==> src/rtl/acc_cpu_core.sv <==
// -----------------------------------------------------------------------------
// acc_cpu_core
//   Parametrised multi-cycle accumulator CPU. Each instruction goes through
//   FETCH -> DECODE -> EXEC (-> MEM for LDA/STA). One valid/ready memory port
//   is shared by instruction fetch and data load/store. Every output is driven
//   straight from a flop.
//
//   The next fetch is requested on the same edge that leaves EXEC or MEM, as
//   long as enable is high on that edge. This keeps zero-wait ALU instructions
//   at 3 cycles. Straight after reset the request flop is clear, so the first
//   fetch takes one extra idle FETCH cycle.
//
// Ports
//   clk        rising-edge clock
//   rst        asynchronous active-high reset
//   enable     run enable; checked in FETCH before a request is raised
//   mem_req    memory request valid
//   mem_we     1 = write (STA), 0 = read
//   mem_addr   byte address
//   mem_wdata  store data
//   mem_ready  transfer completes on an edge where mem_req & mem_ready
//   mem_rdata  read data, valid in the completing cycle
//   pc         program counter
//   acc        accumulator
//   carry      carry (ADD) / borrow (SUB) flag
//   zero       zero flag
//   halted     high while in HALT
//   trap       sticky illegal-opcode flag
//
// Configuration macro
//   ACC_CPU_ILLEGAL_TRAP_EN : when defined, opcodes A-E set trap and jump to
//                             TRAP_VEC. When undefined they act as NOP and
//                             trap is tied low.
// -----------------------------------------------------------------------------
module acc_cpu_core #(
  parameter int                    DATA_WIDTH = 32,
  parameter int                    ADDR_WIDTH = 32,
  parameter int                    NUM_REGS   = 32,
  parameter logic [ADDR_WIDTH-1:0] RESET_PC   = '0,
  parameter logic [ADDR_WIDTH-1:0] TRAP_VEC   = 'h100
) (
  input  logic                  clk,
  input  logic                  rst,
  input  logic                  enable,
  output logic                  mem_req,
  output logic                  mem_we,
  output logic [ADDR_WIDTH-1:0] mem_addr,
  output logic [DATA_WIDTH-1:0] mem_wdata,
  input  logic                  mem_ready,
  input  logic [DATA_WIDTH-1:0] mem_rdata,
  output logic [ADDR_WIDTH-1:0] pc,
  output logic [DATA_WIDTH-1:0] acc,
  output logic                  carry,
  output logic                  zero,
  output logic                  halted,
  output logic                  trap
);

  localparam int RIDX_W = (NUM_REGS > 1) ? $clog2(NUM_REGS) : 1;

  typedef enum logic [2:0] {S_FETCH, S_DECODE, S_EXEC, S_MEM, S_HALT} state_t;

  typedef enum logic [3:0] {
    OP_NOP = 4'h0, OP_LDI = 4'h1, OP_ADD = 4'h2, OP_SUB = 4'h3,
    OP_AND = 4'h4, OP_MOV = 4'h5, OP_LDA = 4'h6, OP_STA = 4'h7,
    OP_JMP = 4'h8, OP_JZ  = 4'h9, OP_HLT = 4'hF
  } op_t;

  state_t                state_q, state_d;
  logic [ADDR_WIDTH-1:0] pc_q, pc_d, mem_addr_q, mem_addr_d;
  logic [DATA_WIDTH-1:0] acc_q, acc_d, operand_q, operand_d, mem_wdata_q, mem_wdata_d;
  logic                  carry_q, carry_d, zero_q, zero_d, halted_q, halted_d;
  logic                  mem_req_q, mem_req_d, mem_we_q, mem_we_d;
  op_t                   op_q, op_d;
  logic [4:0]            rs_q, rs_d;
  logic [15:0]           imm_q, imm_d;

  logic [DATA_WIDTH-1:0] regs_q [NUM_REGS];
  logic                  reg_we;
  logic                  rs_valid;
  logic [DATA_WIDTH-1:0] rs_val;
  logic [DATA_WIDTH:0]   sum;
  logic [DATA_WIDTH-1:0] diff, imm_data;
  logic [ADDR_WIDTH-1:0] imm_addr;
  logic                  next_fetch;

  // r0 and any index at or above NUM_REGS read as zero and ignore writes.
  assign rs_valid = (rs_q != 5'd0) && (int'(rs_q) < NUM_REGS);
  assign rs_val   = rs_valid ? regs_q[rs_q[RIDX_W-1:0]] : '0;
  assign imm_data = DATA_WIDTH'(imm_q);
  assign imm_addr = ADDR_WIDTH'(imm_q);
  assign sum      = {1'b0, acc_q} + {1'b0, operand_q};
  assign diff     = acc_q - operand_q;

`ifdef ACC_CPU_ILLEGAL_TRAP_EN
  logic trap_q, trap_d;
`endif

  // NOTE: every variable gets its default first, so no path through the
  // case statements leaves one unassigned and no latch is inferred.
  always_comb begin
    state_d     = state_q;
    pc_d        = pc_q;
    acc_d       = acc_q;
    operand_d   = operand_q;
    carry_d     = carry_q;
    zero_d      = zero_q;
    halted_d    = halted_q;
    op_d        = op_q;
    rs_d        = rs_q;
    imm_d       = imm_q;
    mem_req_d   = mem_req_q;
    mem_we_d    = mem_we_q;
    mem_addr_d  = mem_addr_q;
    mem_wdata_d = mem_wdata_q;
    reg_we      = 1'b0;
    next_fetch  = 1'b0;
`ifdef ACC_CPU_ILLEGAL_TRAP_EN
    trap_d      = trap_q;
`endif

    case (state_q)
      S_FETCH: begin
        if (!mem_req_q) begin
          // Idle: raise a request only when enabled. Once raised, enable is ignored.
          if (enable) begin
            mem_req_d  = 1'b1;
            mem_we_d   = 1'b0;
            mem_addr_d = pc_q;
          end
        end else if (mem_ready) begin
          op_d      = op_t'(mem_rdata[31:28]);
          rs_d      = mem_rdata[27:23];
          imm_d     = mem_rdata[15:0];
          pc_d      = pc_q + ADDR_WIDTH'(4);
          mem_req_d = 1'b0;
          state_d   = S_DECODE;
        end
      end

      S_DECODE: begin
        operand_d = rs_val;
        state_d   = S_EXEC;
      end

      S_EXEC: begin
        next_fetch = 1'b1;
        case (op_q)
          OP_NOP: ;
          OP_LDI: begin
            acc_d  = imm_data;
            zero_d = (imm_data == '0);
          end
          OP_ADD: begin
            acc_d   = sum[DATA_WIDTH-1:0];
            carry_d = sum[DATA_WIDTH];
            zero_d  = (sum[DATA_WIDTH-1:0] == '0);
          end
          OP_SUB: begin
            acc_d   = diff;
            carry_d = (acc_q < operand_q);
            zero_d  = (diff == '0);
          end
          OP_AND: begin
            acc_d  = acc_q & operand_q;
            zero_d = ((acc_q & operand_q) == '0);
          end
          OP_MOV: reg_we = rs_valid;
          OP_LDA, OP_STA: begin
            next_fetch  = 1'b0;
            state_d     = S_MEM;
            mem_req_d   = 1'b1;
            mem_we_d    = (op_q == OP_STA);
            mem_addr_d  = imm_addr;
            mem_wdata_d = acc_q;
          end
          OP_JMP: pc_d = imm_addr;
          // zero still holds the result of the previous instruction here.
          OP_JZ:  if (zero_q) pc_d = imm_addr;
          OP_HLT: begin
            next_fetch = 1'b0;
            state_d    = S_HALT;
            halted_d   = 1'b1;
          end
          default: begin
`ifdef ACC_CPU_ILLEGAL_TRAP_EN
            trap_d = 1'b1;
            pc_d   = TRAP_VEC;
`endif
          end
        endcase
      end

      S_MEM: begin
        if (mem_ready) begin
          if (!mem_we_q) begin
            acc_d  = mem_rdata;
            zero_d = (mem_rdata == '0);
          end
          next_fetch = 1'b1;
        end
      end

      S_HALT: mem_req_d = 1'b0;

      default: state_d = S_FETCH;
    endcase

    // Issue the next fetch on the same edge that returns to FETCH.
    if (next_fetch) begin
      state_d    = S_FETCH;
      mem_req_d  = enable;
      mem_we_d   = 1'b0;
      mem_addr_d = pc_d;
    end
  end

  // NOTE: state registers use non-blocking assignments, so every flop samples
  // the values from before the edge regardless of statement order.
  always_ff @(posedge clk or posedge rst) begin
    if (rst) begin
      state_q     <= S_FETCH;
      pc_q        <= RESET_PC;
      acc_q       <= '0;
      operand_q   <= '0;
      carry_q     <= 1'b0;
      zero_q      <= 1'b0;
      halted_q    <= 1'b0;
      op_q        <= OP_NOP;
      rs_q        <= '0;
      imm_q       <= '0;
      mem_req_q   <= 1'b0;
      mem_we_q    <= 1'b0;
      mem_addr_q  <= '0;
      mem_wdata_q <= '0;
    end else begin
      state_q     <= state_d;
      pc_q        <= pc_d;
      acc_q       <= acc_d;
      operand_q   <= operand_d;
      carry_q     <= carry_d;
      zero_q      <= zero_d;
      halted_q    <= halted_d;
      op_q        <= op_d;
      rs_q        <= rs_d;
      imm_q       <= imm_d;
      mem_req_q   <= mem_req_d;
      mem_we_q    <= mem_we_d;
      mem_addr_q  <= mem_addr_d;
      mem_wdata_q <= mem_wdata_d;
    end
  end

  // NOTE: the register file is reset because software may read registers
  // before it writes them and expects zero. This rules out a RAM macro.
  always_ff @(posedge clk or posedge rst) begin
    if (rst) begin
      for (int i = 0; i < NUM_REGS; i++) regs_q[i] <= '0;
    end else if (reg_we) begin
      regs_q[rs_q[RIDX_W-1:0]] <= acc_q;
    end
  end

`ifdef ACC_CPU_ILLEGAL_TRAP_EN
  always_ff @(posedge clk or posedge rst) begin
    if (rst) trap_q <= 1'b0;
    else     trap_q <= trap_d;
  end
  assign trap = trap_q;
`else
  assign trap = 1'b0;
`endif

  assign mem_req   = mem_req_q;
  assign mem_we    = mem_we_q;
  assign mem_addr  = mem_addr_q;
  assign mem_wdata = mem_wdata_q;
  assign pc        = pc_q;
  assign acc       = acc_q;
  assign carry     = carry_q;
  assign zero      = zero_q;
  assign halted    = halted_q;

endmodule

==> config.mk <==
export PLATFORM = sky130hd
export DESIGN_NAME = acc_cpu_core
export DESIGN_NICKNAME = d
export VERILOG_FILES = /design/src/rtl/acc_cpu_core.sv
export SDC_FILE = /design/constraint.sdc
export NUM_CORES = 2
export LEC_CHECK = 0
export CORE_ASPECT_RATIO = 0.6
export CORE_UTILIZATION = 45
export DETAILED_ROUTE_END_ITERATION = 8
export PLACE_DENSITY = 0.68
export SYNTH_ARGS = -nofsm -noshare
export SYNTH_HDL_FRONTEND = slang
export SYNTH_SLANG_ARGS = --single-unit
==> constraint.sdc <==
create_clock -name clk -period 81.7 [get_ports clk]
set_input_delay 16.34 -clock clk [delete_from_list [all_inputs] [get_ports clk]]
set_output_delay 16.34 -clock clk [all_outputs]
set_load 0.01 [all_outputs]
* Word-level counts from Yosys, hierarchy flattened
Cells that the tools add are included.
Operators by class: $add $sub $neg 3, multiply operators 0, div/mod/pow operators 0, magnitude comparators 3, equal/unequal tests 24, shifts and indexed selects 0, multiplexer cells 47, bitwise gates (word level) 2, reductions and logical operators 23
Operators by type and width (number):
- 1024-bit bitwise mux | 1
- 32-bit 2-to-1 mux | 13
- 32-bit case mux with 2 select lines | 4
- 32-bit binary-select mux with 5-bit select | 1
- 32-bit demux with 5-bit select | 1
- 32-bit zero test | 5
- 32-bit case mux with 4 select lines | 1
- 32-bit by 32-bit adder with 33-bit output | 1
- 32-bit by 3-bit adder with 32-bit output (second input constant) | 1
- 32-bit AND | 1
- 32-bit less-than comparator | 1
- 32-bit subtractor | 1
- 4-bit by 3-bit == test with 1-bit output (second input constant) | 4
- 1-bit 2-to-1 mux | 15
- 4-bit == test (second input constant) | 3
- 3-bit != test (second input constant) | 4
- 3-bit case mux with 4 select lines | 1
- 4-bit AND reduction | 3
- 3-bit 2-to-1 mux | 3
- 4-bit by 2-bit == test with 1-bit output (second input constant) | 2
- 1-bit case mux with 2 select lines | 4
- 2-bit AND reduction | 4
- 3-bit by 2-bit == test with 1-bit output (second input constant) | 2
- 6-bit greater-or-equal comparator (second input constant) | 1
- 22 further kinds | 25
Word-level totals: bits in registers 1217, bits in latches 0, RAM bits 0, bits in read-only memories 0, input bits 36, logic and storage cells 148, memories 0

* Longest topological paths before layout
depth after elaboration 6, gate-level depth with buffers 16, mapped depth without buffers 15

* Worst setup path after synthesis
OpenSTA, ideal clock, no wires.
path type in2reg, start point in mem_rdata[29], end point reg zero_q (netlist: zero), library setup time 0.092 ns, data arrival time 18.404 ns, required time 81.608 ns, path slack 63.204 ns, stages on the path 10, cell sequence nor4_1 nand4_1 nor4_1 a211oi_1 a211oi_2 o2111ai_1 nor4_1 nand4b_1 or4_1 o31ai_2
On the way: longest elaborated chain between the ends 4
Ends and longest elaborated chain:
- start: declaration | line 50 | input logic [DATA_WIDTH-1:0] mem_rdata,
- 32-bit zero test | line 198 | zero_d = (mem_rdata == '0);
- 1-bit 2-to-1 mux | line 196 | if (!mem_we_q) begin
- 1-bit 2-to-1 mux | line 195 | if (mem_ready) begin
- 1-bit case mux with 2 select lines | line 122 | case (state_q)
- end signal: assignment | line 242 | zero_q <= zero_d;
- end: declaration | line 72 | logic carry_q, carry_d, zero_q, zero_d, halted_q, halted_d;
No other way between the ends. The select of a mux whose other input is x is not followed. A chain may end at the register's enable or synchronous reset.

==> flow_metrics.tcl <==
set metrics [dict create \
    rows 102 \
    hold_violations 0 \
    ys_top_cells_by_area "dfrtp_1 52%, mux2_2 20%, mux4_2 9.8%" \
    async_flop_share_pct 100 \
    slew_headroom_pct 18.7 \
    critical-path-top-delay-family "buffers and inverters" \
    chipWidth_um 468 \
    clock_latency_ns 0.76 \
    layout_setup_ws_ns 62.32 \
    ff2ff_setup_slack_ns 75.66 \
    path_clk_slew_ns 0.07 \
    post-route-util_pct 51.2 \
    finClkSkew_ns 0.0335 \
    grt_antenna_before_repair 5 \
    cpPeakStageDelay_ns 0.92 \
    area_delta_synth_final_pct 12.6 \
    synth.yosys.seq_area_share_pct 51.8 \
    htreeDepth 3 \
    grt_overflow 0 \
    cts_resized 0 \
    p_leak_nw 30.5 \
    avgSynthCellArea_sq_um 13.2 \
    worstRegToRegCells 8 \
    routabilityCongestion 0.997 \
    tightest_slew_ns 1.22 \
    period_needed_ns 19.38 \
    nNetsFinal 4527 \
    critPathCaptureType "async pin" \
    drc 0 \
    dr_total_vias 39700 \
    grt_pass1_vias 38800 \
    hold_path_depth 0 \
    synth_top_cell_area_share_pct 51.8 \
    drt_iter0_drc 4516 \
    r2r_start "rs_q[0]" \
    synth.distinct_cells 81 \
    drv_cap 0 \
    grt_max_degree 180 \
    routed_wl_mm 185 \
    hold_path.class "flip-flop to flip-flop" \
    post_cts_buffers 0 \
    yosys_warnings 0 \
    power.total_mw 2.14 \
    syn_area_sq_um 58700 \
    fmax_mhz 51.6 \
    ys.flop_type "dfrtp_1" \
    r2r_end "operand_q[8]" \
    synth_edf_count 0 \
    synthCells 4439 \
    cp-start-kind "input pin" \
    power.density_nw_per_um2 32.4 \
    crit_buf_inv 5 \
    ir_worst_vdd_mv 0.0309 \
    cts_inserted_buffers 110 \
    cts.sinks 1217 \
    grt_first_pass_wirelength_mm 271 \
    synth_top_area_cell "dfrtp_1" \
    worst_ep_required_time_ns 82.36 \
    ys_ff_latch 1217 \
    core_sq_um 129000 \
    avgViaCountPerCell 6.37 \
    initial_core_util_pct 45.4 \
    fill_cells 10900 \
    die_y_um 282 \
    dp.final_hpwl_mm 115 \
    rsz0062_at_grt "no" \
    cts_tree "built" \
    cp_max_fo 96 \
    cts-root-buf "clkbuf_16" \
    pin_count 170 \
    fp.dieArea_sq_um 132000 \
    setup.worst_path.class "input pin to async pin" \
    layout-drive-gt1-share_pct 37.4 \
    dp_slack_ns 61.39 \
    status "completed" \
    wl_per_cell_um 29.6 \
    io_buffers 168 \
    drt_first_pass_iters 6 \
    hold_end "regs_q[1015]" \
    cp_slowest_cell "buf_4" \
    cts-hold-fix-buffers 0 \
    maxSlewViolCount 0 \
    hp-start "regs_q[1015]" \
    cpMostUsedCell "buf_4" \
    critical_path_arrival_ns 20.03 \
    grt_util_all_layers_pct 28.0 \
    finalCritPeriodShare_pct 23.7 \
    crit_chain "clkdlybuf4s50_1, inv_8, buf_4, buf_4, buf_4" \
    cts_max_path_buffers 3 \
    fin_setup_tns_ns 0 \
    setup_violations 0 \
    antenna_left 0 \
    syn_nets 4543 \
]
[layer usage]
layer | vias to the layer above | wire [um] | GRT usage [%]
li1 | 16400 | - | -
met5 | - | 19 | 0
met3 | 274 | 19900 | 9.04
met4 | 2 | 4680 | 7.28
met1 | 21200 | 84600 | 43.1
met2 | 1889 | 75400 | 37.6
[cell usage in the layout, fill, tap and decap left out, types with 22 or more instances in the layout]
master,n
a21oi_1,122
a22o_1,34
a22oi_1,143
a31oi_1,23
buf_4,120
clkbuf_16,112
clkbuf_8,22
clkdlybuf4s50_1,168
dfrtp_1,1215
ha_1,66
inv_1,61
mux2_2,1042
mux4_2,256
nand2_1,187
nand3_1,58
nand4_1,55
nor2_1,140
nor2_4,22
nor3_1,43
nor4_1,33
o211ai_1,27
o21ai_0,157
xnor2_1,46
[through the flow]
stage / std cells / area [sq um] / hold slack, ns
after floorplan: 4439 / 58700 / 0.425
after global placement: 6027 / 62200 / 0.361
after detailed placement: 6027 / 62200 / 0.363
after CTS: 6231 / 66100 / 0.379
after global routing: 6232 / 66100 / 0.385
final: 6233 / 66100 / 0.375
[worst max path at each step]
stage,startpoint,endpoint,depth (start not counted),slack (ns)
6_report,rst,rs_q[0],5,62.32
5_1_grt,rst,rs_q[1],5,61.74
4_1_cts,rst,rs_q[1],5,62.20
3_5_place_dp,rst,rs_q[1],5,61.39
3_3_place_gp,rst,rs_q[1],5,61.38
2_1_floorplan,rst,acc[0],1,31.07
[worst register-to-register path: stages, from the launching register on]
cell	delay (ns)
dfrtp_4	0.90
buf_12	0.66
buf_4	0.89
buf_4	0.98
buf_4	0.88
mux4_2	0.61
a22oi_1	0.26
nand4_1	0.41
a22o_1	0.34
[cells by family after synthesis]
kind of cell    Yosys count  synth area share (%)
flops                  1217                  51.8
buf+inv                 488                  3.18
compound gates          657                  7.43
mux                    1309                  30.0
other cells               1               0.00638
simple gates            645                  5.28
xor+xnor                 54                 0.805
fa+ha+maj                68                  1.47
[synth_stat cells (7+ instances only)]
| master | n |
|---|---|
| a22o_1 | 34 |
| a221o_1 | 9 |
| a211oi_1 | 12 |
| nand2b_1 | 11 |
| a21o_1 | 12 |
| o21bai_1 | 8 |
| nand4_1 | 55 |
| nor2b_1 | 10 |
| a21oi_1 | 124 |
| a31oi_1 | 24 |
| nor4_1 | 33 |
| mux2_2 | 1042 |
| buf_2 | 12 |
| xnor2_1 | 46 |
| mux4_2 | 256 |
| o31ai_1 | 13 |
| inv_2 | 7 |
| inv_1 | 62 |
| nand3_1 | 58 |
| nor3_1 | 45 |
| a211o_1 | 7 |
| ha_1 | 66 |
| nor2_1 | 163 |
| o211ai_1 | 27 |
| o21ai_1 | 15 |
| dfrtp_1 | 1217 |
| mux2i_1 | 11 |
| a221oi_1 | 8 |
| and2_1 | 10 |
| nand2_1 | 195 |
| nor3b_1 | 7 |
| xor2_1 | 8 |
| o21ai_0 | 157 |
| clkbuf_1 | 326 |
| a22oi_1 | 143 |
| buf_1 | 76 |
| nand3b_1 | 11 |
| and3_1 | 14 |
[report_power, final]
group	switching, mW	internal [mW]	total [mW]
combinational	0.523	0.291	0.814
sequential	0.0755	0.684	0.759
clock	0.246	0.324	0.570
total	0.844	1.30	2.14
[state kept, by name, summed over array words and instances (netlist names)]
register   cells
mem_addr      32
mem_we         1
mem_req        1
zero           1
state_q        3
op_q           4
regs_q      1024
operand_q     32
rs_q           5
acc           32
pc            32
imm_q         16
carry          1
mem_wdata     32
halted         1
[layout make-up]
type,instances,area (sq um),area share (%)
multi-input cells,2734,26700,40.3
inverters,69,267,0.403
diodes,2,5.00,0.00757
clock buffers,148,3160,4.77
clock inverters,56,785,1.19
repair buffers,291,2640,4.00
flip-flops and latches,1217,30500,46.1
well taps,1716,2150,3.25
No activity file was read; power rests on OpenSTA's default activity.
